File: src/rtl/sram_access_ctrl_pkg.sv
// Shared constants for the external 16-bit SRAM access controller:
// state encoding, default geometry/timing and op-select values.
package sram_access_ctrl_pkg;

  localparam int unsigned SRAM_ADDR_W      = 18;
  localparam int unsigned SRAM_WAIT_CYCLES = 2;
  localparam int unsigned CNT_W            = 4;
  localparam int unsigned DATA_W           = 32;
  localparam int unsigned HALF_W           = 16;

  localparam logic [1:0] ST_IDLE = 2'd0;
  localparam logic [1:0] ST_LOW  = 2'd1;
  localparam logic [1:0] ST_HIGH = 2'd2;
  localparam logic [1:0] ST_DONE = 2'd3;

  localparam logic OP_READ  = 1'b0;
  localparam logic OP_WRITE = 1'b1;

  // Counter reload value for a phase of wc cycles
  function automatic logic [CNT_W-1:0] phase_load(input int unsigned wc);
    return CNT_W'(wc - 1);
  endfunction

endpackage

File: src/rtl/sram_access_ctrl_phase_timer.sv
// Loadable down-counter timing one halfword phase.
// o_phase_last_c : current cycle is the last of the phase.
// o_we_window_c  : the next cycle lies inside the write-enable window.
module sram_phase_timer
  import sram_access_ctrl_pkg::*;
#(
  parameter int unsigned WAIT_CYCLES = SRAM_WAIT_CYCLES
) (
  input  logic clk,
  input  logic rst_n,
  input  logic i_load,
  output logic o_phase_last_c,
  output logic o_we_window_c
);

  localparam logic [CNT_W-1:0] LOAD_VAL = phase_load(WAIT_CYCLES);

  logic [CNT_W-1:0] r_cnt;
  logic [CNT_W-1:0] w_cnt_nxt;

  // Reload at phase entry, otherwise count down and park at zero
  always_comb begin
    w_cnt_nxt = r_cnt;
    if (i_load) begin
      w_cnt_nxt = LOAD_VAL;
    end else if (r_cnt != '0) begin
      w_cnt_nxt = r_cnt - CNT_W'(1);
    end
  end

  // Counter register
  always_ff @(posedge clk or negedge rst_n) begin
    if (!rst_n) begin
      r_cnt <= '0;
    end else begin
      r_cnt <= w_cnt_nxt;
    end
  end

  assign o_phase_last_c = (r_cnt == '0);
  // we_n drops while the counter is non-zero; a one-cycle phase keeps it low throughout
  assign o_we_window_c  = (w_cnt_nxt != '0) || (WAIT_CYCLES == 32'd1);

endmodule

File: src/rtl/sram_access_ctrl.sv
// Sequences 32-bit MEM-stage loads/stores as two halfword accesses to an
// asynchronous 16-bit SRAM, stalling the pipeline via freeze_out.
// Optional macro SRAM_ACCESS_BYPASS_EN: loads hitting the last completed
// store are served from a local register without an SRAM cycle.
module sram_access_ctrl
  import sram_access_ctrl_pkg::*;
#(
  parameter int unsigned ADDR_W      = SRAM_ADDR_W,
  parameter int unsigned WAIT_CYCLES = SRAM_WAIT_CYCLES
) (
  input  logic              clk,
  input  logic              rst_n,
  input  logic              mem_read_in,
  input  logic              mem_write_in,
  input  logic [31:0]       addr_in,
  input  logic [31:0]       wdata_in,
  output logic [31:0]       rdata_out,
  output logic              ready_out,
  output logic              freeze_out,
  output logic [ADDR_W-1:0] sram_addr_out,
  output logic [15:0]       sram_wdata_out,
  input  logic [15:0]       sram_rdata_in,
  output logic              sram_we_n_out,
  output logic              sram_oe_n_out
);

  localparam int unsigned WORD_W = ADDR_W - 1;

  logic [1:0]          r_state, w_state_nxt;
  logic                r_op, w_op_nxt;
  logic [WORD_W-1:0]   r_word, w_word_nxt;
  logic [DATA_W-1:0]   r_wdata, w_wdata_nxt;
  logic [HALF_W-1:0]   r_rdata_lo, w_rdata_lo_nxt;
  logic [DATA_W-1:0]   r_rdata, w_rdata_nxt;
  logic                r_ready, w_ready_nxt;
  logic [ADDR_W-1:0]   r_sram_addr, w_sram_addr_nxt;
  logic [HALF_W-1:0]   r_sram_wdata, w_sram_wdata_nxt;
  logic                r_we_n, w_we_n_nxt;
  logic                r_oe_n, w_oe_n_nxt;

  logic [WORD_W-1:0]   w_word_in;
  logic                w_req, w_op_in, w_start, w_load;
  logic                w_phase_last, w_we_window;
  logic                w_bypass_hit;
  logic [DATA_W-1:0]   w_byp_data;
  logic                w_unused;

  assign w_word_in = addr_in[ADDR_W:2];
  assign w_req     = mem_read_in | mem_write_in;
  assign w_op_in   = mem_write_in ? OP_WRITE : OP_READ;
  assign w_unused  = ^{addr_in[31:ADDR_W+1], addr_in[1:0]};

`ifdef SRAM_ACCESS_BYPASS_EN
  logic                r_byp_valid;
  logic [WORD_W-1:0]   r_byp_word;
  logic [DATA_W-1:0]   r_byp_data;

  // Remember the most recently completed store
  always_ff @(posedge clk or negedge rst_n) begin
    if (!rst_n) begin
      r_byp_valid <= 1'b0;
      r_byp_word  <= '0;
      r_byp_data  <= '0;
    end else if ((r_state == ST_HIGH) && w_phase_last && (r_op == OP_WRITE)) begin
      r_byp_valid <= 1'b1;
      r_byp_word  <= r_word;
      r_byp_data  <= r_wdata;
    end
  end

  assign w_bypass_hit = r_byp_valid && !mem_write_in && (r_byp_word == w_word_in);
  assign w_byp_data   = r_byp_data;
`else
  assign w_bypass_hit = 1'b0;
  assign w_byp_data   = '0;
`endif

  assign w_start    = (r_state == ST_IDLE) && w_req && !w_bypass_hit;
  assign w_load     = w_start || ((r_state == ST_LOW) && w_phase_last);
  // DONE releases the stall in the same cycle as the ready pulse
  assign freeze_out = w_req && (r_state != ST_DONE);

  sram_phase_timer #(
    .WAIT_CYCLES (WAIT_CYCLES)
  ) u_phase_timer (
    .clk            (clk),
    .rst_n          (rst_n),
    .i_load         (w_load),
    .o_phase_last_c (w_phase_last),
    .o_we_window_c  (w_we_window)
  );

  // Next state plus next values for every registered output
  always_comb begin
    w_state_nxt      = r_state;
    w_op_nxt         = r_op;
    w_word_nxt       = r_word;
    w_wdata_nxt      = r_wdata;
    w_rdata_lo_nxt   = r_rdata_lo;
    w_rdata_nxt      = r_rdata;
    w_ready_nxt      = 1'b0;
    w_sram_addr_nxt  = r_sram_addr;
    w_sram_wdata_nxt = r_sram_wdata;
    w_we_n_nxt       = 1'b1;
    w_oe_n_nxt       = 1'b1;
    case (r_state)
      ST_IDLE: begin
        if (w_req) begin
          w_op_nxt    = w_op_in;
          w_word_nxt  = w_word_in;
          w_wdata_nxt = wdata_in;
          if (w_bypass_hit) begin
            w_state_nxt = ST_DONE;
            w_ready_nxt = 1'b1;
            w_rdata_nxt = w_byp_data;
          end else begin
            w_state_nxt      = ST_LOW;
            w_sram_addr_nxt  = {w_word_in, 1'b0};
            w_sram_wdata_nxt = wdata_in[15:0];
            w_we_n_nxt       = !((w_op_in == OP_WRITE) && w_we_window);
            w_oe_n_nxt       = (w_op_in != OP_READ);
          end
        end
      end
      ST_LOW: begin
        w_we_n_nxt = !((r_op == OP_WRITE) && w_we_window);
        w_oe_n_nxt = (r_op != OP_READ);
        if (w_phase_last) begin
          w_state_nxt      = ST_HIGH;
          w_sram_addr_nxt  = {r_word, 1'b1};
          w_sram_wdata_nxt = r_wdata[31:16];
          w_rdata_lo_nxt   = sram_rdata_in;
        end
      end
      ST_HIGH: begin
        if (w_phase_last) begin
          w_state_nxt = ST_DONE;
          w_ready_nxt = 1'b1;
          if (r_op == OP_READ) begin
            w_rdata_nxt = {sram_rdata_in, r_rdata_lo};
          end
        end else begin
          w_we_n_nxt = !((r_op == OP_WRITE) && w_we_window);
          w_oe_n_nxt = (r_op != OP_READ);
        end
      end
      ST_DONE: begin
        w_state_nxt = ST_IDLE;
      end
      default: begin
        w_state_nxt = ST_IDLE;
      end
    endcase
  end

  // State register
  always_ff @(posedge clk or negedge rst_n) begin
    if (!rst_n) begin
      r_state <= ST_IDLE;
    end else begin
      r_state <= w_state_nxt;
    end
  end

  // Operand latches and registered outputs
  always_ff @(posedge clk or negedge rst_n) begin
    if (!rst_n) begin
      r_op         <= OP_READ;
      r_word       <= '0;
      r_wdata      <= '0;
      r_rdata_lo   <= '0;
      r_rdata      <= '0;
      r_ready      <= 1'b0;
      r_sram_addr  <= '0;
      r_sram_wdata <= '0;
      r_we_n       <= 1'b1;
      r_oe_n       <= 1'b1;
    end else begin
      r_op         <= w_op_nxt;
      r_word       <= w_word_nxt;
      r_wdata      <= w_wdata_nxt;
      r_rdata_lo   <= w_rdata_lo_nxt;
      r_rdata      <= w_rdata_nxt;
      r_ready      <= w_ready_nxt;
      r_sram_addr  <= w_sram_addr_nxt;
      r_sram_wdata <= w_sram_wdata_nxt;
      r_we_n       <= w_we_n_nxt;
      r_oe_n       <= w_oe_n_nxt;
    end
  end

  assign rdata_out      = r_rdata;
  assign ready_out      = r_ready;
  assign sram_addr_out  = r_sram_addr;
  assign sram_wdata_out = r_sram_wdata;
  assign sram_we_n_out  = r_we_n;
  assign sram_oe_n_out  = r_oe_n;

endmodule

File: config.mk
export PLATFORM = sky130hd
export DESIGN_NAME = sram_access_ctrl
export DESIGN_NICKNAME = d
export VERILOG_FILES = /design/src/rtl/sram_access_ctrl_pkg.sv /design/src/rtl/sram_access_ctrl_phase_timer.sv /design/src/rtl/sram_access_ctrl.sv
export SDC_FILE = /design/constraint.sdc
export NUM_CORES = 1
export LEC_CHECK = 0
export BUFFER_PORTS_ARGS = -buffer_cell sky130_fd_sc_hd__buf_2
export CORE_MARGIN = 10
export CORE_UTILIZATION = 52
export DETAILED_ROUTE_END_ITERATION = 10
export PLACE_DENSITY_LB_ADDON = 0.05
export SETUP_SLACK_MARGIN = 0.15
export SYNTH_ARGS = -nofsm -noshare
export SYNTH_HDL_FRONTEND = slang
export SYNTH_HIERARCHICAL = 1
export SYNTH_SLANG_ARGS = --single-unit
File: constraint.sdc
create_clock -name clk -period 2.6 [get_ports clk]
set_clock_uncertainty 0.05 [all_clocks]
set_input_delay 0.78 -clock clk [delete_from_list [all_inputs] [get_ports clk]]
set_output_delay 0.78 -clock clk [all_outputs]
set_load 0.02 [all_outputs]
==> impl_results.md <==
* Drt drc at 0
* Layout Cells excl Fill at about 650
* Placed Cells at just over 600
* Post-synth EDFFs at 0
* Worst Path Arrival at roughly 1.5 ns
* Place WS at around 0.3 ns
* Total gr overflow at 0
* R2r setup slk at around 0.38 ns
* Vias at 3293
* Syn nets at 439
* Drt first pass iters at 4
* Final Cycle Share at 90.2%
* First-pass GRT wire length at around 19000 um
* Share of layout cells above drive strength 1 at about two thirds
* Grt met1 use at a little under a fifth
* Syn avg cell area at 15.8 um^2
* Seq/Total Area, Yosys at a little under three fifths
* Hold WC Path Type: input port to asynchronous set/reset pin
* Final setup fails at 0
* Xor/xnor share of the synthesized area at less than 1%
* Busiest grt layer: met2
* Placeable Area at approximately 10000 um^2
* Clock Pin Slew Worst Setup and Hold Paths at 0.06 ns
* Final core utilization at around 67%
* RSZ-0062 raised after global routing: no
* WS Path Type: register to output port
* Longest Clk Path Bufs at 2
* Least-Margin Pin Slew at 0.466 ns
* Adder-cell share of the synthesized area at roughly 1.6%
* CTS Buf Count at 17
* Via-per-instance ratio at slightly above 5
* Synth Area in Simple Gates at 2.62%
* Die area at 15100 um^2
* Final ANT Viol Nets at 0
* Final Hold Viols at 0
* YS warnings at 6
* Post-Syn Area at roughly 5500 um^2
* Distinct cells, synth at 34
* Overall global routing resource usage at roughly 16%
* Die H at between 100 and 150 um
* Multiplexer share of the synthesized area at between 30% and 40%
* Met3 Resource Use GR at under 10%
* Vias in the first global route at between 3000 and 4000
* Root Driver: clkbuf_8
* Crit path time final at around 2.3 ns
* Top FF cell, synth: dfrtp_1
* Placer congestion estimate at ~0.7
* Chip width at around 120 um
* Data required, critical path at between 1.5 and 2 ns
* Met2 Use GR at 24.9%
* Insertion delay to the later sink of the worst-skew pair at 0.52 ns
* Most frequent cell after synthesis: dfrtp_1
* Leakage at 3.34 nW
* Antenna violations before repair at 0
* Rows at 37
* Initial core utilization at 53.2%
* Maximum vdd ir drop at 0.644 mV
* Setup TNS at 0 ns
* CP endpoint kind: output port
* #FFs+latches synth at between 100 and 150
* Initial DRC count at 192
* Async set or reset register ratio after synthesis at between 90% and 100%
* Num ports at ~150
* Top post-synthesis cells by area: dfrtp_1 56%, mux2_2 22%, mux2_4 11%
* Main combinational cell family by area after synthesis: multiplexers
* Nets at 591
* Slew Limit Headroom at between 60% and 70%
* Top-area cell type share of the netlist area at a little under three fifths
* Post-DP HPWL at just under 8000 um
* CTS tree: done
* Total wire length at roughly 11000 um
* Area Growth Syn to Fin at 26.8%
* Largest net degree at the start of global routing at 49
* PnR worst setup slack at between 0.2 and 0.3 ns
* Cell taking the most area after synthesis: dfrtp_1
* H-tree depth at 4
* Outcome: complete, no violations
* Post-synthesis compound-gate area fraction at under 10%
* WL/cell at approximately 18 um
* Max cap viols at 0
* CP Max Fanout at 6
* Startpoint Class: register
* Mapped Cells at around 350
* Fmax at ~430 MHz
* CTS sink cnt at about 130
* Port Buf Inserts at 138
* Ant diodes at 0
* Max Transition Viols Final at 0
* Pwr/cell area at about 1500 nW/um^2
* Final Hold Slack at about 0.16 ns
* Synth top cells by count: 123 x dfrtp_1, 105 x mux2_2, 39 x mux2_4, 8 x buf_6, 8 x nand2_1
[state kept, by name (all words and copies together), names as in the netlist]
signal and count:
r_wdata 16, r_op 1, rdata_out 32, r_word 17, r_state 2, ready_out 1, sram_we_n_out 1, sram_oe_n_out 1
r_rdata_lo 16, u_phase_timer/r_cnt 4, sram_addr_out 18, sram_wdata_out 16
[metal layers]
layer  wire, um  share of wire [%]
met2       5560                 49
met5          0                  0
met1       4660                 41
met4        163                1.4
met3       1040                9.1
[path summary, 6_finish.rpt]
path	startpoint	depth (start not counted)	to
min in group clk	r_rdata_lo[6]	1	rdata_out[6]
worst min-delay path	rst_n	1	rdata_out[6]
max in group asynchronous	rst_n	2	sram_wdata_out[7]
worst min register to register	r_rdata_lo[6]	1	rdata_out[6]
worst max-delay path	r_state[0]	3	freeze_out
worst max register to register	u_phase_timer/r_cnt[0]	8	rdata_out[25]
[layout by cell type, fill, tap and decap left out, drive strengths merged]
cell      synthesis  final
xnor2             1      1
or2               1      1
clkinv            0      6
nor2              6      6
nand3b            1      1
clkinvlp          0      3
mux2            148    148
nand2             8      8
a211oi            1      1
a221oi            1      1
a21oi             6      6
a2bb2oi           1      1
dfstp             2      2
nor2b             2      2
bufinv            0      2
buf              16    150
clkbuf            1     21
and2              1      1
o32a              1      1
dfrtp           123    123
mux2i             3      3
nand3             1      1
a22o              1      1
inv               5      5
nor3b             1      1
nor3              1      1
o21ai             5      5
nor4b             1      1
ha                7      7
nand2b            3      3
[metrics by stage]
| step | total power, mW | instance area [um^2] |
|---|---|---|
| global route | 10.8 | 6960 |
| floorplan | 6.75 | 5490 |
| detailed placement | 7.97 | 6360 |
| global placement | 7.81 | 6360 |
| CTS | 10.3 | 6930 |
| finish | 10.2 | 6960 |
[report_power, final]
group	switching, mW	internal (mW)
logic	2.09	2.33
clock network	0.836	1.43
registers	0.526	2.97
total	3.45	6.74
[critical path: stages (launching register included)]
cell	delay, ns
dfrtp_2	0.45
ha_1	0.20
nor2_1	0.15
buf_2	0.19
[cell type report]
cell class              count  area, um^2
repair buffers            150         846
well taps                 136         170
fillers                   766        3360
multi-input cells         201        2220
clock inverters            11         116
clock buffers              21         459
flip-flops and latches    125        3130
inverters                   5        18.8
[timing repair]
action,in CTS,in global routing
endpoints found under the setup margin,0,35
gates resized for setup,0,2
buffers inserted,0,3
hold buffers,0,0
[cell families after synthesis]
| family | Yosys count |
|---|---|
| and+or+nand+nor | 26 |
| adders and majority gates | 7 |
| DFF | 125 |
| xor gates and xnor gates | 1 |
| buffers and inverters | 22 |
| AOI/OAI and AO/OA | 16 |
| muxes | 151 |
(Power assumes the default switching activity.)
